### src/rtl/imem_loader_pkg.sv
// imem_loader_pkg: command bytes, FSM states and word geometry shared by the loader
package imem_loader_pkg;
  localparam logic [7:0] DEF_CMD_LOAD = 8'h4C;
  localparam logic [7:0] DEF_CMD_RUN = 8'h52;
  localparam logic [7:0] DEF_CMD_STEP = 8'h53;
  localparam logic [7:0] DEF_CMD_HALT = 8'h48;
  localparam int BYTES_PER_WORD = 4;
  typedef enum logic [1:0] {IDLE, LEN, DATA, RUN} state_t;
endpackage

### src/rtl/imem_loader_word_assembler.sv
// word_assembler: shifts received bytes little-endian into a 32-bit word
module word_assembler
  import imem_loader_pkg::*;
(
  input  logic        clk,
  input  logic        rst,
  input  logic [7:0]  byte_in,
  input  logic        strobe,
  input  logic        clear,
  output logic [31:0] word,
  output logic        word_valid,
  output logic        word_done
);
  logic [$clog2(BYTES_PER_WORD)-1:0] cnt;
  // word_done flags the strobe that completes a word, a cycle ahead of word_valid
  assign word_done = strobe && cnt == ($clog2(BYTES_PER_WORD))'(BYTES_PER_WORD - 1);
  always_ff @(posedge clk) begin
    if (rst || clear) begin
      cnt <= '0;
      word <= '0;
      word_valid <= 1'b0;
    end else begin
      word_valid <= word_done;
      if (strobe) begin
        cnt <= cnt + 1'b1;
        word <= {byte_in, word[31:8]};
      end
    end
  end
endmodule

### src/rtl/imem_loader.sv
// imem_loader: byte-command boot/debug controller driving the imem write port and CPU run control
module imem_loader
  import imem_loader_pkg::*;
#(
  parameter int NB_DATA = 32,
  parameter int NB_ADDR = 8,
  parameter int TIMEOUT = 100000,
  parameter logic [7:0] CMD_LOAD = DEF_CMD_LOAD,
  parameter logic [7:0] CMD_RUN = DEF_CMD_RUN,
  parameter logic [7:0] CMD_STEP = DEF_CMD_STEP,
  parameter logic [7:0] CMD_HALT = DEF_CMD_HALT
) (
  input  logic               clk,
  input  logic               i_reset,
  input  logic [7:0]         i_rx_data,
  input  logic               i_rx_valid,
  input  logic               i_cpu_halt,
  output logic               o_we,
  output logic [NB_ADDR-1:0] o_inst_addr,
  output logic [NB_DATA-1:0] o_inst_data,
  output logic               o_halt,
  output logic               o_cpu_reset,
  output logic               o_busy,
  output logic               o_load_done,
  output logic               o_error,
  output logic [NB_ADDR:0]   o_words_loaded
);
  localparam int TW = $clog2(TIMEOUT + 1);
  state_t state, state_n;
  logic [NB_ADDR:0] words_left, words_left_n, words_total, words_total_n, loaded_n;
  logic [TW-1:0] tcnt, tcnt_n;
  logic [NB_ADDR-1:0] addr_n;
  logic halt_n, cpu_reset_n, error_n, load_done_n, clear, word_done;
  word_assembler u_asm (
    .clk(clk),
    .rst(i_reset),
    .byte_in(i_rx_data),
    .strobe(i_rx_valid && state == DATA),
    .clear(clear),
    .word(o_inst_data),
    .word_valid(o_we),
    .word_done(word_done)
  );
  always_comb begin
    state_n = state;
    words_left_n = words_left;
    words_total_n = words_total;
    loaded_n = o_words_loaded;
    tcnt_n = '0;
    halt_n = o_halt;
    cpu_reset_n = o_cpu_reset;
    error_n = 1'b0;
    load_done_n = 1'b0;
    clear = 1'b0;
    addr_n = o_we ? o_inst_addr + 1'b1 : o_inst_addr;
    case (state)
      IDLE: begin
        halt_n = 1'b1;
        if (i_rx_valid) begin
          if (i_rx_data == CMD_LOAD) begin
            state_n = LEN;
            cpu_reset_n = 1'b1;
          end else if (i_rx_data == CMD_RUN || i_rx_data == CMD_STEP) begin
            state_n = i_rx_data == CMD_RUN ? RUN : IDLE;
            cpu_reset_n = 1'b0;
            halt_n = 1'b0;
          end else if (i_rx_data != CMD_HALT) begin
            error_n = 1'b1;
          end
        end
      end
      LEN, DATA: begin
        tcnt_n = i_rx_valid ? '0 : tcnt + 1'b1;
        // a byte arriving in the expiry cycle keeps the load alive
        if (!i_rx_valid && tcnt == TW'(TIMEOUT - 1)) begin
          state_n = IDLE;
          error_n = 1'b1;
        end else if (state == LEN && i_rx_valid) begin
          words_total_n = i_rx_data == 8'd0 ? (NB_ADDR + 1)'(1 << NB_ADDR) : (NB_ADDR + 1)'(i_rx_data);
          words_left_n = words_total_n;
          addr_n = '0;
          clear = 1'b1;
          state_n = DATA;
        end else if (word_done) begin
          words_left_n = words_left - 1'b1;
          if (words_left == (NB_ADDR + 1)'(1)) begin
            state_n = IDLE;
            load_done_n = 1'b1;
            loaded_n = words_total;
          end
        end
      end
      RUN: begin
        halt_n = 1'b0;
        cpu_reset_n = 1'b0;
        if (i_cpu_halt || (i_rx_valid && i_rx_data == CMD_HALT)) begin
          state_n = IDLE;
          halt_n = 1'b1;
        end
      end
    endcase
  end
  always_ff @(posedge clk) begin
    if (i_reset) begin
      state <= IDLE;
      words_left <= '0;
      words_total <= '0;
      tcnt <= '0;
      o_inst_addr <= '0;
      o_halt <= 1'b1;
      o_cpu_reset <= 1'b1;
      o_busy <= 1'b0;
      o_load_done <= 1'b0;
      o_error <= 1'b0;
      o_words_loaded <= '0;
    end else begin
      state <= state_n;
      words_left <= words_left_n;
      words_total <= words_total_n;
      tcnt <= tcnt_n;
      o_inst_addr <= addr_n;
      o_halt <= halt_n;
      o_cpu_reset <= cpu_reset_n;
      o_busy <= state_n == LEN || state_n == DATA;
      o_load_done <= load_done_n;
      o_error <= error_n;
      o_words_loaded <= loaded_n;
    end
  end
endmodule
### config.mk
export PLATFORM = sky130hd
export DESIGN_NAME = imem_loader
export DESIGN_NICKNAME = d
export VERILOG_FILES = /design/src/rtl/imem_loader_pkg.sv /design/src/rtl/imem_loader_word_assembler.sv /design/src/rtl/imem_loader.sv
export SDC_FILE = /design/constraint.sdc
export NUM_CORES = 1
export LEC_CHECK = 0
export CORE_UTILIZATION = 57
export DETAILED_ROUTE_END_ITERATION = 8
export GPL_ROUTABILITY_DRIVEN = 0
export GPL_TIMING_DRIVEN = 1
export PLACE_DENSITY = 0.95
export SYNTH_ARGS = -nofsm -noshare
export SYNTH_HDL_FRONTEND = slang
export SYNTH_SLANG_ARGS = --single-unit
### constraint.sdc
create_clock -name clk -period 3.3 [get_ports clk]
set_input_delay 0.66 -clock clk [delete_from_list [all_inputs] [get_ports clk]]
set_output_delay 0.66 -clock clk [all_outputs]
set_load 0.005 [all_outputs]
==> flow_summary.yaml, run 1 <==
clock_tree:
  htree_levels: 3
  postCtsHoldBufs: 0
  clock_path_buffers: 2
  cts_setup_buffers: 0
  cts_tree: "yes"
  clock_sinks: 94
  clk-insertion-delay-late_ps: 370
  cts_buffers: 9
  clockRootBuffer: "clkbuf_8"
  clk_pin_slew_ps: 90
  cts-resized-gates: 0
sta:
  fin_ws_ps: 756.8
  fin_crit_ps: 2543
  fmax_mhz: 393.2
  skew_ps: 9.753
  slew_headroom_pct: 49.79
  finalHoldViolCount: 0
  slew_violations: 0
  grt_setup_unrepaired: "no"
  worst_pin_slew_ps: 753.2
  setup_violations: 0
  holdWs_ps: 461.2
  finalCritPeriodShare_pct: 77.07
  setup_tns_ps: 0
power_and_ir_drop:
  p_leak_nw: 1.773
  p_per_area_nw_per_um2: 418.6
  peakVddDrop_mv: 0.2884
detailed_routing:
  wl_per_cell_um: 16.28
  drc_errors: 0
  firstDrtPassIters: 5
  final_antenna_net_count: 0
  wl_um: 9834
  num_vias: 3617
  initialDrtViolationCount: 263
  vias_per_cell: 5.988
critical_path:
  crit_fanout: 5
  critPathCaptureType: "register"
  cp-endpoint: "o_cpu_reset$_SDFFE_PP1P_"
  critical_path_class: "input pin to register"
  path_cells: "clkdlybuf4s50_1 > nor4_1 > and4_1 > o21ai_0 > a21oi_1 > nor2b_1 > a311o_1"
  reg2reg_slack_ps: 930
  r2r-start: "state[1]$_SDFF_PP0_"
  arrival_ps: 2810
  crit_path_start_kind: "input pin"
  cp.required_ps: 3570
  regToRegEndpoint: "u_asm.word[12]$_SDFFE_PP0P_"
  slowest_delay_ps: 500
  ff2ff_path_depth: 5
  startpoint: "i_rx_data[3]"
  cp_slowest_cell: "clkdlybuf4s50_1"
synthesis:
  ys_ff_latch: 94
  async_flop_share_pct: 0
  synth-edff-count: 0
  syn_nets: 483
  syn_area_um2: 3938
  synth_warnings: 0
  seq_area_frac_synth_pct: 47.79
  ys.flop_type: "dfxtp_1"
  syn_area_per_cell_um2: 8.541
  yosys.cell_types.count: 52
  netlist_instances: 461
global_route:
  grt_use_total_pct: 28.12
  grt_pass1_vias: 3429
  use_met3_pct: 6.518
  grt_use_met1_pct: 34.30
  grt_pass1_wl_um: 16040
  grt_util_met2_pct: 47.21
  antenna_found_initial: 0
  grt_max_degree: 43
  overflow: 0
  busiest_layer: "met2"
layout:
  antenna_cells: 0
  areaGrowthSynthToFinish_pct: 23.26
  drive_gt1_share_pct: 6.262
  fill_cells: 474
  nets: 544
  fin_cells: 604
floorplanning:
  rows: 29
  die_x_um: 85.12
  die-area_um2: 7245
  io-pin-count: 67
  initial_core_util_pct: 60.62
  core_um2: 6495
  die_y_um: 85.12
place:
  io_buffer_count: 66
  dp_hpwl_um: 6403
  pre_cts_ws_ps: 480.6
  dp.cells: 588
hold_path:
  hold_class: "register to register"
flow_run:
  cap_viol_max_count: 0
run_status:
  status: "complete, no violations"
## state kept, by name (all words and copies together) (netlist names), 2 cells and up
register	flops
tcnt	17
o_words_loaded	9
u_asm.cnt	2
state	2
words_total	9
u_asm.word	32
o_inst_addr	8
words_left	9
## power breakdown
part	internal, mW	switching [mW]	total [mW]
registers	1.13	0.000619	1.13
logic	0.0205	0.0351	0.0555
clock network	0.430	0.411	0.841
## cells in the final DEF (no fill, tap or decap), types with 8 or more instances in the layout
master	count
nand3_1	9
clkbuf_8	9
dfxtp_1	94
nand2_1	86
a21oi_1	50
xor2_1	14
ha_1	10
mux2i_1	10
nor2_1	52
inv_1	8
o21ai_0	15
a22o_1	8
clkdlybuf4s50_1	66
nor3_1	9
## worst min path at each step
stage | from | to | slack, ps | cells after the start
2_1_floorplan | tcnt[0]$_SDFF_PP0_ | tcnt[0]$_SDFF_PP0_ | 430 | 1
3_3_place_gp | u_asm.word[2]$_SDFFE_PP0P_ | u_asm.word[2]$_SDFFE_PP0P_ | 440 | 2
3_5_place_dp | u_asm.word[5]$_SDFFE_PP0P_ | u_asm.word[5]$_SDFFE_PP0P_ | 450 | 2
4_1_cts | u_asm.word[5]$_SDFFE_PP0P_ | u_asm.word[5]$_SDFFE_PP0P_ | 460 | 2
5_1_grt | u_asm.word[2]$_SDFFE_PP0P_ | u_asm.word[2]$_SDFFE_PP0P_ | 490 | 2
6_report | u_asm.word[5]$_SDFFE_PP0P_ | u_asm.word[5]$_SDFFE_PP0P_ | 460 | 2
## worst max-delay path, delay by kind of cell
family,cells,cell delay (ps)
compound gates,3,720
buf+inv,1,500
simple gates,3,920
## cell type report
| class | instances | area [um^2] | area share [%] |
|---|---|---|---|
| Multi-Input combinational cell | 336 | 1918 | 39.52 |
| Sequential cell | 94 | 1882 | 38.77 |
| Timing Repair Buffer | 73 | 713.2 | 14.69 |
| Clock buffer | 11 | 131.4 | 2.707 |
| Tap cell | 77 | 96.34 | 1.985 |
| Clock inverter | 5 | 82.58 | 1.701 |
| Inverter | 8 | 30.03 | 0.6187 |
## cells in the mapped netlist, types with 7 or more instances
master    instances  share of area [%]
a21oi_1          50                6.4
a22o_1            8                1.8
and3_1            7                1.1
clkbuf_1         20                1.9
dfxtp_1          94                 48
ha_1             10                3.2
inv_1             8               0.76
mux2i_1          10                2.5
nand2_1          86                8.2
nand3_1           9                1.1
nor2_1           52                5.0
nor3_1            9                1.1
o21ai_0          15                1.9
xor2_1           14                3.1
## cells by family after synthesis
family	Yosys count	synth area share [%]
multiplexers	10	2.542
AND/OR/NAND/NOR	204	24.53
flip-flops	94	47.79
adder cells (fa/ha/maj)	10	3.178
AO/OA/AOI/OAI	93	14.24
XOR/XNOR	19	4.226
buffers and inverters	31	3.495
## layer usage
metal,routed length [um],part of all wire [%],vias to the layer above
met5,0,0,-
met4,313,3.2,0
met3,707,7.2,41
met2,4777,49,181
met1,4035,41,1683
li1,-,-,1712
## metrics by stage
stage	area (um^2)	utilization (%)	power, mW
2_1_floorplan	3938	-	1.185
5_1_grt	4853	74.73	2.088
6_report	4853	74.73	2.032
4_1_cts	4853	74.73	2.029
3_3_place_gp	4639	71.43	1.213
3_5_place_dp	4639	71.43	1.215
No activity file was read; power rests on OpenSTA's default activity.
==> run 2, diff against run 1 <==
--- a/config.mk
+++ b/config.mk
@@ -5,11 +5,11 @@
 export SDC_FILE = /design/constraint.sdc
 export NUM_CORES = 1
 export LEC_CHECK = 0
-export CORE_UTILIZATION = 57
+export CORE_UTILIZATION = 53
 export DETAILED_ROUTE_END_ITERATION = 8
 export GPL_ROUTABILITY_DRIVEN = 0
 export GPL_TIMING_DRIVEN = 1
-export PLACE_DENSITY = 0.95
+export PLACE_DENSITY = 0.91
 export SYNTH_ARGS = -nofsm -noshare
 export SYNTH_HDL_FRONTEND = slang
 export SYNTH_SLANG_ARGS = --single-unit
==> constraint.sdc (replaced) <==
create_clock -name clk -period 2.4 [get_ports clk]
set_input_delay 0.48 -clock clk [delete_from_list [all_inputs] [get_ports clk]]
set_output_delay 0.48 -clock clk [all_outputs]
set_load 0.005 [all_outputs]
==> flow_summary.yaml, run 2 (synthesized netlist as in run 1, its figures left out) <==
sta:
  slew_violations: 0
  grt_setup_unrepaired: "no"
  setup_violations: 0
  fin_crit_ps: 2272
  holdWs_ps: 455.3
  slew_headroom_pct: 50.31
  worst_pin_slew_ps: 745.3
  skew_ps: 9.908
  finalCritPeriodShare_pct: 94.66
  finalHoldViolCount: 0
  fmax_mhz: 440.2
global_route:
  grt_pass1_vias: 3331
  grt_max_degree: 43
  antenna_found_initial: 0
  overflow: 0
  grt_pass1_wl_um: 15040
  grt_use_total_pct: 24.73
detailed_routing:
  wl_um: 9241
  vias_per_cell: 5.598
  initialDrtViolationCount: 262
  wl_per_cell_um: 14.35
  final_antenna_net_count: 0
  drc_errors: 0
  firstDrtPassIters: 5
  num_vias: 3605
layout:
  fill_cells: 555
  register_area_um2: 1882
  largest_register_ffs: 32
  largestRegisters: "u_asm.word (32), tcnt (17)"
  nets: 562
  multi_input_area_um2: 1918
  layout_commonest_cell: "dfxtp_1"
  antenna_cells: 0
  fin_util_pct: 69.62
  largest-register: "u_asm.word"
  final_cell_mix: "dfxtp_1 (94), nand2_1 (86), clkdlybuf4s50_1 (66)"
  areaGrowthSynthToFinish_pct: 27.55
  drive_gt1_share_pct: 9.541
clock_tree:
  cts_buffers: 9
  cts_setup_buffers: 0
  clockRootBuffer: "clkbuf_8"
  clk_pin_slew_ps: 90
  cts_tree: "yes"
  postCtsHoldBufs: 0
  clk-insertion-delay-late_ps: 360
  clock_path_buffers: 2
  clock_sinks: 94
  cts-resized-gates: 0
  htree_levels: 3
flow_run:
  cap_viol_max_count: 0
critical_path:
  arrival_ps: 2550
  path_cells: "clkdlybuf4s50_1 > or4b_4 > nor4_2 > a31oi_1 > a2111o_1 > and4_4 > nor3_2"
  critPathCaptureType: "register"
  cp.required_ps: 2680
  crit_path_start_kind: "input pin"
  crit_fanout: 3
  ff2ff_path_depth: 6
  critical_path_class: "input pin to register"
  slowest_delay_ps: 530
  cp_slowest_cell: "or4b_4"
floorplanning:
  core_um2: 7214
  initial_core_util_pct: 54.58
  die-area_um2: 7778
  rows: 31
  io-pin-count: 67
  die_y_um: 88.20
  die_x_um: 88.20
place:
  dp_hpwl_um: 6505
  io_buffer_count: 66
power_and_ir_drop:
  p_per_area_nw_per_um2: 559.1
  power_mw: 2.808
  peakVddDrop_mv: 0.3409
  p_leak_nw: 1.856
hold_path:
  hold_depth: 2
  hold_class: "register to register"
run_status:
  status: "complete, no violations"
run 2: changes by cell type in the layout (fill, tap and decap cells not counted):
cell / before / now
clkinv_2: 1 / 0
clkinv_4: 1 / 0
clkbuf_1: 2 / 1
clkinvlp_4: 0 / 2
buf_4: 7 / 25
inv_6: 1 / 2
run 2: worst max-delay path, delay by kind of cell:
kind	cells	cell delay (ps)
simple gates	4	1030
buf+inv	1	450
compound gates	2	590
run 2: final cells by class:
| cell class | instances | area share [%] |
|---|---|---|
| clock inverters | 6 | 1.844 |
| multi-input cells | 336 | 38.19 |
| flip-flops and latches | 94 | 37.47 |
| clock buffers | 10 | 2.541 |
| inverters | 8 | 0.5979 |
| well taps | 99 | 2.466 |
| repair buffers | 91 | 16.89 |
run 2: final timing paths:
check	startpoint	to	slack (ps)
max	i_rx_valid	o_busy$_SDFF_PP0_	130
min	u_asm.word[6]$_SDFFE_PP0P_	u_asm.word[6]$_SDFFE_PP0P_	460
max reg2reg	tcnt[12]$_SDFF_PP0_	o_busy$_SDFF_PP0_	290
min reg2reg	u_asm.word[6]$_SDFFE_PP0P_	u_asm.word[6]$_SDFFE_PP0P_	460
run 2: through the flow:
step	instances	setup TNS, ps	instance area, um^2	worst slack (ps)
CTS	644	0	5022	145.1
floorplan	461	0	3938	349.3
finish	644	0	5022	128.1
detailed placement	628	-302.8	4802	-226.3
global route	644	0	5022	81.37
global placement	628	-228.4	4802	-182.2
run 2: power breakdown:
group	internal, mW	switching [mW]
combinational	0.0390	0.0507
sequential	1.56	0.000690
clock	0.595	0.563
run 2: routing by layer:
metal	up-vias	wire [um]	GRT usage, %
met4	0	255	10.41
met2	143	4409	41.26
met3	30	603	6.692
li1	1753	-	-
met1	1679	3973	30.05
met5	-	0	0
